==> config.mk <==
export PLATFORM = sky130hd
export DESIGN_NAME = alu_result_buffer8
export DESIGN_NICKNAME = d
export VERILOG_FILES = /design/src/rtl/alu_result_buffer8_pkg.sv /design/src/rtl/alu_result_buffer8_flag8.sv /design/src/rtl/alu_result_buffer8.sv
export SDC_FILE = /design/constraint.sdc
export NUM_CORES = 1
export LEC_CHECK = 0
export ABC_AREA = 1
export BUFFER_PORTS_ARGS = -buffer_cell sky130_fd_sc_hd__buf_2
export CORE_MARGIN = 1.5
export CORE_UTILIZATION = 52
export CTS_CLUSTER_DIAMETER = 200
export DETAILED_ROUTE_END_ITERATION = 8
export PLACE_DENSITY = 0.77
export SYNTH_ARGS = -nofsm -noshare
export SYNTH_HDL_FRONTEND = slang
export SYNTH_SLANG_ARGS = --single-unit
==> constraint.sdc <==
create_clock -name CLK -period 1.98 [get_ports CLK]
set_input_delay 0.396 -clock CLK [delete_from_list [all_inputs] [get_ports CLK]]
set_output_delay 0.396 -clock CLK [all_outputs]
set_load 0.01 [all_outputs]
==> src/rtl/alu_result_buffer8_pkg.sv <==
// Shared types for the ALU result buffer: FSM encoding, data width and flag bundle.
// Parity storage is included only when ALU_PARITY_FLAG_EN is defined.
package alu_result_buffer8_pkg;

    localparam int unsigned DATA_W = 8;

    typedef enum logic [1:0] {
        ST_EMPTY = 2'd0,
        ST_ONE   = 2'd1,
        ST_TWO   = 2'd2
    } state_t;

    typedef struct packed {
        logic z;
        logic n;
`ifdef ALU_PARITY_FLAG_EN
        logic p;
`endif
    } flags_t;

endpackage

==> src/rtl/alu_result_buffer8_flag8.sv <==
// Combinational status-flag generator for one 8-bit result.
// Produces the parity flag only when ALU_PARITY_FLAG_EN is defined.
module alu_result_buffer8_flag8
    import alu_result_buffer8_pkg::*;
(
    input  logic [DATA_W-1:0] data_i,
    output flags_t            flags_o
);

    always_comb begin
        flags_o   = '0;
        flags_o.z = (data_i == '0);
        flags_o.n = data_i[DATA_W-1];
`ifdef ALU_PARITY_FLAG_EN
        flags_o.p = ^data_i;
`endif
    end

endmodule

==> src/rtl/alu_result_buffer8.sv <==
// Two-entry skid-buffered output stage for 8-bit logic-unit results with Z/N flags.
// Defining ALU_PARITY_FLAG_EN adds the OUT_P parity flag port and its storage.
module alu_result_buffer8
    import alu_result_buffer8_pkg::*;
(
    input  logic              CLK,
    input  logic              RST,
    input  logic              IN_VALID,
    output logic              IN_READY,
    input  logic [DATA_W-1:0] IN_DATA,
    output logic              OUT_VALID,
    input  logic              OUT_READY,
    output logic [DATA_W-1:0] OUT_DATA,
    output logic              OUT_Z,
    output logic              OUT_N,
`ifdef ALU_PARITY_FLAG_EN
    output logic              OUT_P,
`endif
    output logic [7:0]        DCNT
);

    state_t            state_q, state_d;
    logic [DATA_W-1:0] main_data_q, skid_data_q;
    flags_t            main_flags_q, skid_flags_q;
    flags_t            in_flags;
    logic [7:0]        dcnt_q;

    logic push, pop;
    logic load_main_in, load_main_skid, load_skid;

    alu_result_buffer8_flag8 u_flag8 (
        .data_i  (IN_DATA),
        .flags_o (in_flags)
    );

    // Ready comes only from registered state and reset, never from OUT_READY.
    assign IN_READY  = (state_q != ST_TWO) && !RST;
    assign OUT_VALID = (state_q != ST_EMPTY);
    assign push      = IN_VALID && IN_READY;
    assign pop       = OUT_VALID && OUT_READY;

    always_comb begin
        state_d        = state_q;
        load_main_in   = 1'b0;
        load_main_skid = 1'b0;
        load_skid      = 1'b0;
        unique case (state_q)
            ST_EMPTY: begin
                if (push) begin
                    state_d      = ST_ONE;
                    load_main_in = 1'b1;
                end
            end
            ST_ONE: begin
                if (push && !pop) begin
                    state_d   = ST_TWO;
                    load_skid = 1'b1;
                end else if (pop && !push) begin
                    state_d = ST_EMPTY;
                end else if (push && pop) begin
                    load_main_in = 1'b1;
                end
            end
            ST_TWO: begin
                if (pop) begin
                    state_d        = ST_ONE;
                    load_main_skid = 1'b1;
                end
            end
            default: state_d = ST_EMPTY;
        endcase
    end

    always_ff @(posedge CLK) begin
        if (RST) begin
            state_q      <= ST_EMPTY;
            main_data_q  <= '0;
            main_flags_q <= '0;
            skid_data_q  <= '0;
            skid_flags_q <= '0;
            dcnt_q       <= 8'h00;
        end else begin
            state_q <= state_d;
            if (load_main_in) begin
                main_data_q  <= IN_DATA;
                main_flags_q <= in_flags;
            end else if (load_main_skid) begin
                main_data_q  <= skid_data_q;
                main_flags_q <= skid_flags_q;
            end
            if (load_skid) begin
                skid_data_q  <= IN_DATA;
                skid_flags_q <= in_flags;
            end
            if (pop) begin
                dcnt_q <= dcnt_q + 8'd1;
            end
        end
    end

    assign OUT_DATA = main_data_q;
    assign OUT_Z    = main_flags_q.z;
    assign OUT_N    = main_flags_q.n;
`ifdef ALU_PARITY_FLAG_EN
    assign OUT_P    = main_flags_q.p;
`endif
    assign DCNT     = dcnt_q;

endmodule

==> impl_metrics.toml, run 1 <==
[clock_network]
cts_tree = "done"
htree_num_levels = 1
cts_buffer_depth = 2
clkTransAtPathRegs_ps = 140
holdBufCountCts = 0
post_cts_resized = 0
numClockSinks = 28
clock_latency_ps = 320
post_cts.repair.setup_buffers = 0
cts_buffers = 3
cts_root_buf = "clkbuf_4"

[final_layout]
antenna_cells = 0
drive_above_1_share_pct = 21.74
postLayoutCellArea_um2 = 1613
final_nets = 247
syn_to_final_growth_pct = 16.13

[setup_path]
critPathArrivalTime_ps = 1970
r2r_start = "state_q[1]"
critical_path_class = "reg2reg"
reg2reg_slack_ps = 270
start_kind = "flip-flop"
rr_worst_depth = 9
r2r-end = "OUT_DATA[2]"
critPathCaptureType = "flip-flop"
path_max_fanout = 15
cp.required_ps = 2240

[grt]
grt_overflow = 0
grt_pass1_vias = 1214
grt_use_total_pct = 24.30
antenna_found_initial = 0
grt_max_degree = 20
grt_pass1_wl_um = 5250

[min_path]
hp-start = "IN_DATA[4]"
hold_path_class = "in2reg"
holdPathStages = 3
whs_endpoint = "skid_data_q[4]"

[sta]
post-route-min-period_ps = 1708
fmax_mhz = 585.4
maxSlewHeadroom_pct = 80.20
rsz0062_at_grt = "false"
drv_slew = 0
setup_tns_ps = 0
period_share_pct = 86.27
tightestPinTransition_ps = 294.8
setup_violations = 0
skew_ps = 6.887
hold_viol = 0

[die]
die_area_um2 = 2990
pin_count = 32
num_rows = 18
die_y_um = 54.68
fp.coreArea_um2 = 2500
die-width_um = 54.68
start_util_pct = 55.56

[job]
cap_violations = 0

[synth]
yosysMostFrequentCell = "nand2_1"
synth-edff-count = 0
synth_area_leaders = "dfxtp_1 40%, nand2_1 11%, a21oi_1 9.0%"
synthFlopType = "dfxtp_1"
netlist.area_leader.share_pct = 40.36
yosysSeqAreaShare_pct = 40.36
yosys-top-cells-count = "39 x nand2_1, 28 x dfxtp_1, 25 x a21oi_1, 24 x nand3_1, 17 x nor2_1"
yosys.area.top_type = "dfxtp_1"
syn_area_per_cell_um2 = 7.050
synthesis.nets = 212
ys_warn_count = 0
synth_area_um2 = 1389
ys_seq_elements = 28
yosysUniqueCellTypes = 22
async_flop_share_pct = 0
syn_inst = 197

[pwr]
powerDensity_nw_per_um2 = 977.9
vdd_drop_max_mv = 0.7437
p_leak_uw = 0.0007625

[route]
ant_nets = 0
wl_per_cell_um = 12.41
vias = 1408
route.detailed.drc = 0
dr.pass1.iters = 4
wirelength_um = 3226
vias_per_cell = 5.415
drt_iter0_markers = 43

[place]
place.gp.congestion = 0.8323
port_buffers = 31
post_dp_cell_area_um2 = 1590
dp_hpwl_um = 2398

[status]
status = "finished clean"
cells by family after synthesis:
logic type | count (synthesis) | synth area share [%]
xor gates and xnor gates | 1 | 0.6307
and+or+nand+nor | 98 | 33.51
adders and majority gates | 3 | 2.703
DFF | 28 | 40.36
buffers and inverters | 28 | 8.558
AOI/OAI and AO/OA | 39 | 14.23
metrics by stage:
stage | utilization, % | cells | hold WS [ps] | total power, µW | setup WS (ps)
2_1_floorplan | - | 197 | 465.1 | 1163 | 285.0
3_3_place_gp | 63.61 | 257 | 462.0 | 1330 | 318.7
3_5_place_dp | 63.61 | 257 | 474.4 | 1360 | 198.2
4_1_cts | 64.51 | 260 | 333.4 | 1579 | 277.1
5_1_grt | 64.51 | 260 | 342.0 | 1706 | 163.0
6_report | 64.51 | 260 | 330.5 | 1577 | 271.8
how the worst max path moves through the flow:
stage | start | end | slack (ps) | depth (start not counted)
3_3_place_gp | IN_VALID | OUT_DATA[1] | 320 | 9
2_1_floorplan | state_q[1] | OUT_DATA[6] | 290 | 10
3_5_place_dp | IN_VALID | OUT_DATA[2] | 200 | 9
5_1_grt | state_q[1] | OUT_DATA[2] | 160 | 9
6_report | state_q[1] | OUT_DATA[2] | 270 | 9
4_1_cts | state_q[1] | OUT_DATA[2] | 280 | 9
sequential cells by signal (all words and copies together), names as in the netlist:
name / flops
skid_data_q: 8
state_q: 2
skid_flags_q: 1
OUT_Z: 1
DCNT: 8
OUT_DATA: 8
area by class of cell:
type	instances	area (µm²)
inverter	20	75.07
clock buffer	3	22.52
tap	30	37.54
timing repair buffer	38	207.7
sequential	28	560.5
fill	248	887.1
multi-input combinational	141	709.4
routing by layer:
layer	vias up	wire length [µm]	global-route usage, %	part of all wire, %
li1	725	-	-	-
met1	641	1512	32.01	47
met2	37	1496	40.67	46
met3	5	178	2.732	5.5
met4	0	39	8.333	1.2
met5	-	0	0	0
critical path: stages (launching register included):
cell and delay (ps):
dfxtp_1 340, inv_2 130, nor2_1 70, nor3_1 250, ha_1 230, nand3_2 130, buf_4 220, nand3_1 90
nand2_1 60, a21oi_1 140
report_power, final:
group / switching (µW) / leakage [µW] / internal, µW / total (µW)
Clock: 157 / 0.0000138 / 71.4 / 228
Sequential: 67.0 / 0.000228 / 660 / 727
Combinational: 394 / 0.000521 / 228 / 622
cell usage in the layout, fill, tap and decap left out:
cell      Yosys  layout
o21ai_0      13      13
xor2_1        1       1
a21oi_1      25      25
inv_1        16      16
nand3_2       1       1
nor3_1        2       2
nand3_1      24      24
clkbuf_4      0       3
nand2_2       1       1
or2_2         1       1
nor2_1       17      17
inv_2         4       4
buf_2         2      31
nand4_4       1       1
dfxtp_1      28      28
o211ai_1      1       1
buf_4         3       7
ha_1          3       3
nand2_1      39      39
nor2_4        1       1
nand3b_1      1       1
nand4_1      10      10
(Power assumes the default switching activity.)
==> inputs of run 2 (changes only) <==
ABC_AREA = default   (was 1)
PLACE_DENSITY = 0.78   (was 0.77)
==> impl_metrics.toml, run 2 <==
[setup_path]
path_max_fanout = 6
critPathCaptureType = "flip-flop"
crit_slowest_cell = "dfxtp_1"
cp.required_ps = 2250
r2r_start = "state_q[0]"
crit_start = "state_q[0]"
endpoint = "OUT_Z"
critPathArrivalTime_ps = 2000
path_cells = "inv_1 > a21oi_1 > and2_1 > ha_1 > nand3b_1 > buf_4 > o211a_1 > a221oi_2"
rr_worst_depth = 8
critical_path_class = "reg2reg"
slowest_delay_ps = 380
r2r-end = "OUT_Z"
reg2reg_slack_ps = 250
start_kind = "flip-flop"

[pwr]
vdd_drop_max_mv = 0.4861
p_sw_share_pct = 24.34
p_seq_share_pct = 52.4
p_clk_share_pct = 33.4
power_uw = 1143
p_leak_uw = 0.0007823
p_sw_uw = 278.3
internal_power_uw = 865.1
p_comb_share_pct = 14.1
powerDensity_nw_per_um2 = 707.3

[final_layout]
final_nets = 190
final_cell_mix = "31 x buf_2, 28 x dfxtp_1, 18 x mux2i_1"
stdcell_count = 204
drive_above_1_share_pct = 33.33
final_common_cell = "buf_2"
antenna_cells = 0
fill_cells = 209
syn_to_final_growth_pct = 18.21

[synth]
netlist.area_leader.share_pct = 40.99
yosysUniqueCellTypes = 36
yosysMostFrequentCell = "dfxtp_1"
syn_inst = 141
yosys-top-cells-count = "28 x dfxtp_1, 18 x mux2i_1, 17 x nor2_1, 13 x a21oi_1, 8 x a211oi_2"
ys_warn_count = 0
synthFlopType = "dfxtp_1"
synth_area_leaders = "dfxtp_1 41%, mux2i_1 13%, a211oi_2 7.3%"
yosysSeqAreaShare_pct = 40.99
synth_area_um2 = 1368
synthesis.nets = 156
async_flop_share_pct = 0
yosys.area.top_type = "dfxtp_1"
synth-edff-count = 0
syn_area_per_cell_um2 = 9.699
ys_seq_elements = 28

[clock_network]
holdBufCountCts = 0
htree_num_levels = 1
cts_root_buf = "clkbuf_4"
cts_tree = "done"
clkTransAtPathRegs_ps = 150
clock_latency_ps = 340
post_cts_resized = 0
post_cts.repair.setup_buffers = 0
cts_buffer_depth = 2
numClockSinks = 28
cts_buffers = 3

[grt]
grt_pass1_wl_um = 4505
grt_max_degree = 22
grt_pass1_vias = 1045
antenna_found_initial = 0
grt_use_total_pct = 21.58
grt_overflow = 0

[sta]
fin_ws_ps = 250.1
tightestPinTransition_ps = 400.5
skew_ps = 6.196
drv_slew = 0
hold_viol = 0
post-route-min-period_ps = 1730
maxSlewHeadroom_pct = 73.18
rsz0062_at_grt = "false"
period_share_pct = 87.37
setup_violations = 0
whs_ps = 316.2
fmax_mhz = 578.1
setup_tns_ps = 0

[job]
cap_violations = 0

[route]
vias_per_cell = 5.529
ant_nets = 0
dr.pass1.iters = 4
drt_iter0_markers = 11
wirelength_um = 2861
vias = 1128
route.detailed.drc = 0
wl_per_cell_um = 14.02

[place]
dp_hpwl_um = 2169
place_inst = 200
port_buffers = 31
post-place-ws_ps = 178.2
place.gp.congestion = 0.7683

[status]
status = "finished clean"

[die]
num_rows = 18
die-width_um = 54.28
die_y_um = 54.28
fp.coreArea_um2 = 2477
pin_count = 32
die_area_um2 = 2946
start_util_pct = 55.20

[min_path]
hp-start = "IN_DATA[6]"
hold_path_class = "in2reg"
## run 2: cell count changes after synthesis, sizes merged, moves of 8 or more
| cell | previous run | this run |
|---|---|---|
| a211oi | 0 | 8 |
| a21oi | 25 | 13 |
| inv | 20 | 3 |
| mux2i | 0 | 18 |
| nand2 | 40 | 6 |
| nand3 | 25 | 0 |
| nand4 | 11 | 2 |
| o21ai | 13 | 3 |
## run 2: power by group through the flow
| stage | logic (µW) | registers (µW) | clock network [µW] |
|---|---|---|---|
| floorplan | 98.0 | 618 | 0 |
| global placement | 156 | 610 | 0 |
| detailed placement | 161 | 612 | 0 |
| CTS | 162 | 600 | 392 |
| global route | 178 | 603 | 409 |
| finish | 161 | 600 | 382 |
## run 2: worst min path at each step
stage | endpoint | slack [ps] | depth (start not counted)
after CTS | skid_data_q[6] | 310 | 3
after global placement | skid_flags_q[1] | 440 | 2
final | skid_data_q[6] | 320 | 3
after floorplan | skid_flags_q[1] | 440 | 2
after detailed placement | skid_flags_q[1] | 480 | 2
after global routing | skid_data_q[6] | 310 | 3
## run 2: cell type report
| cell class | count | area [µm²] | share of cell area (%) |
|---|---|---|---|
| inverter | 3 | 11.26 | 0.6966 |
| timing repair buffer | 40 | 222.7 | 13.78 |
| clock inverter | 1 | 30.03 | 1.858 |
| tap | 30 | 37.54 | 2.322 |
| clock buffer | 3 | 22.52 | 1.393 |
| sequential | 28 | 560.5 | 34.67 |
| multi-input combinational | 99 | 732.0 | 45.28 |
## run 2: logic make-up (layout without fill, tap and decap cells)
kind of cell             after synthesis  count (layout)  share of synthesized area, %
AND/OR/NAND/NOR                       43              43                         16.65
adder cells (fa/ha/maj)                3               3                         2.745
flip-flops                            28              28                         40.99
multiplexers                          20              20                         14.82
buffers and inverters                 14              47                         5.489
XOR/XNOR                               2               2                         1.281
AO/OA/AOI/OAI                         31              31                         18.02
## run 2: worst max-delay path: cells and delay by family (launching register included)
kind | cells | cell delay [ps]
buf+inv | 2 | 260
compound gates | 3 | 520
simple gates | 2 | 340
flops | 1 | 380
fa+ha+maj | 1 | 150
## run 2: layer usage
layer | wire length [µm] | part of all wire [%] | up-vias | GRT usage (%)
met2 | 1469 | 51 | 27 | 39.96
met4 | 48 | 1.7 | 0 | 10.00
met5 | 0 | 0 | - | 0
met3 | 137 | 4.8 | 6 | 3.005
met1 | 1206 | 42 | 528 | 24.06
li1 | - | - | 567 | -
## run 2: per-stage QoR
step	utilization (%)	area (µm²)
after global placement	63.13	1564
after CTS	65.25	1617
after global routing	65.25	1617
after detailed placement	63.13	1564
final	65.25	1617
after floorplan	-	1369
==> inputs of run 3 (changes only) <==
CELL_PAD_IN_SITES_DETAIL_PLACEMENT = 1   (was default)
CELL_PAD_IN_SITES_GLOBAL_PLACEMENT = 1   (was default)
CORE_UTILIZATION = 39   (was 52)
PLACE_DENSITY = default   (was 0.78)
PLACE_DENSITY_LB_ADDON = 0.1   (was default)
==> impl_metrics.toml, run 3 (same netlist as run 2, synthesis figures left out) <==
[grt]
grt_overflow = 0
grt_max_degree = 23
grt_pass1_vias = 1233
grt_pass1_wl_um = 5768
antenna_found_initial = 0
grt_use_total_pct = 18.55

[clock_network]
holdBufCountCts = 0
cts_tree = "done"
htree_num_levels = 1
cts_buffer_depth = 2
post_cts.repair.setup_buffers = 0
numClockSinks = 28
cts_root_buf = "clkbuf_4"
post_cts_resized = 0
cts_buffers = 3
clock_latency_ps = 340
clkTransAtPathRegs_ps = 160

[setup_path]
critPathArrivalTime_ps = 1360
slowest_delay_ps = 410
critical-path-top-delay-family = "flip-flops"
critPathCaptureType = "output port"
cp.required_ps = 1580
critical_path_class = "reg2out"
crit_slowest_cell = "dfxtp_1"
start_kind = "flip-flop"
critical_path_buf_inv_count = 2
path_max_fanout = 8
path_cells = "buf_4 > or2_2 > buf_2"

[sta]
skew_ps = 3.077
whs_ps = 307.1
maxSlewHeadroom_pct = 67.70
setup_tns_ps = 0
hold_viol = 0
fmax_mhz = 570.1
setup_violations = 0
rsz0062_at_grt = "false"
post-route-min-period_ps = 1754
tightestPinTransition_ps = 483.1
period_share_pct = 88.60
drv_slew = 0

[die]
pin_count = 32
die_area_um2 = 3871
die_y_um = 62.22
fp.coreArea_um2 = 3337
start_util_pct = 40.98
num_rows = 21
die-width_um = 62.22

[route]
wl_per_cell_um = 15.31
vias_per_cell = 5.406
vias = 1173
wirelength_um = 3323
ant_nets = 0
drt_iter0_markers = 29
route.detailed.drc = 0
dr.pass1.iters = 4

[final_layout]
syn_to_final_growth_pct = 18.12
final_common_cell = "buf_2"
final_cell_mix = "31 x buf_2, 28 x dfxtp_1, 18 x mux2i_1"
postLayoutCellArea_um2 = 1615
drive_above_1_share_pct = 32.75
final_nets = 187
fill_cells = 404
antenna_cells = 0

[pwr]
p_comb_share_pct = 13.6
p_clk_share_pct = 34.2
vdd_drop_max_mv = 0.3951
internal_power_uw = 861.3
p_sw_uw = 292.9
p_sw_share_pct = 25.38
p_seq_share_pct = 52.2
p_leak_uw = 0.0007698
powerDensity_nw_per_um2 = 714.5

[job]
cap_violations = 0

[status]
status = "finished clean"

[min_path]
hold_path_class = "in2reg"

[place]
dp_hpwl_um = 2406
place.gp.congestion = 0.7977
post_dp_cell_area_um2 = 1562
port_buffers = 31
-- run 3: changes by cell type in the layout (fill, tap and decap cells not counted) --
cell,change
buf_4,-3
and2_1,-1
and2_2,+1
-- run 3: tightest hold or removal path, cell delays in order --
cell,delay (ps)
buf_2,100
mux2i_1,60
nor2_1,70
-- run 3: layout make-up --
type	instances	area, µm²	share of cell area, %
multi-input cells	99	733.2	45.39
clock inverters	1	30.03	1.859
clock buffers	3	22.52	1.394
repair buffers	37	200.2	12.39
well taps	46	57.56	3.563
flip-flops and latches	28	560.5	34.70
inverters	3	11.26	0.6971
-- run 3: final timing paths --
| path | from | end | slack, ps | cells past startpoint |
|---|---|---|---|---|
| setup / recovery | state_q[1] | OUT_VALID | 230 | 3 |
| setup reg to reg | state_q[0] | OUT_Z | 230 | 8 |
| hold reg to reg | skid_flags_q[1] | skid_flags_q[1] | 480 | 2 |
| hold / removal | IN_DATA[0] | skid_data_q[0] | 310 | 3 |
-- run 3: layer usage --
layer  GRT usage (%)  vias up  wire length, µm
met1           20.59      590             1488
met4           6.944        0               38
met2           35.46       20             1685
met3           2.717        4              111
met5               0        -                0
li1                -      559                -
-- run 3: power by group through the flow --
stage	logic, µW	clock network, µW	registers, µW
after floorplan	98.0	0	618
after global placement	153	0	613
after detailed placement	158	0	614
after CTS	159	401	603
after global routing	172	427	607
final	157	395	602
-- run 3: through the flow --
| step | std cells | power, µW | setup slack [ps] | util (%) |
|---|---|---|---|---|
| 2_1_floorplan | 141 | 716.1 | 124.4 | - |
| 3_3_place_gp | 213 | 765.4 | 189.8 | 46.79 |
| 3_5_place_dp | 213 | 772.4 | 101.1 | 46.79 |
| 4_1_cts | 217 | 1163 | 131.6 | 48.37 |
| 5_1_grt | 217 | 1206 | 71.06 | 48.41 |
| 6_report | 217 | 1154 | 225.8 | 48.41 |
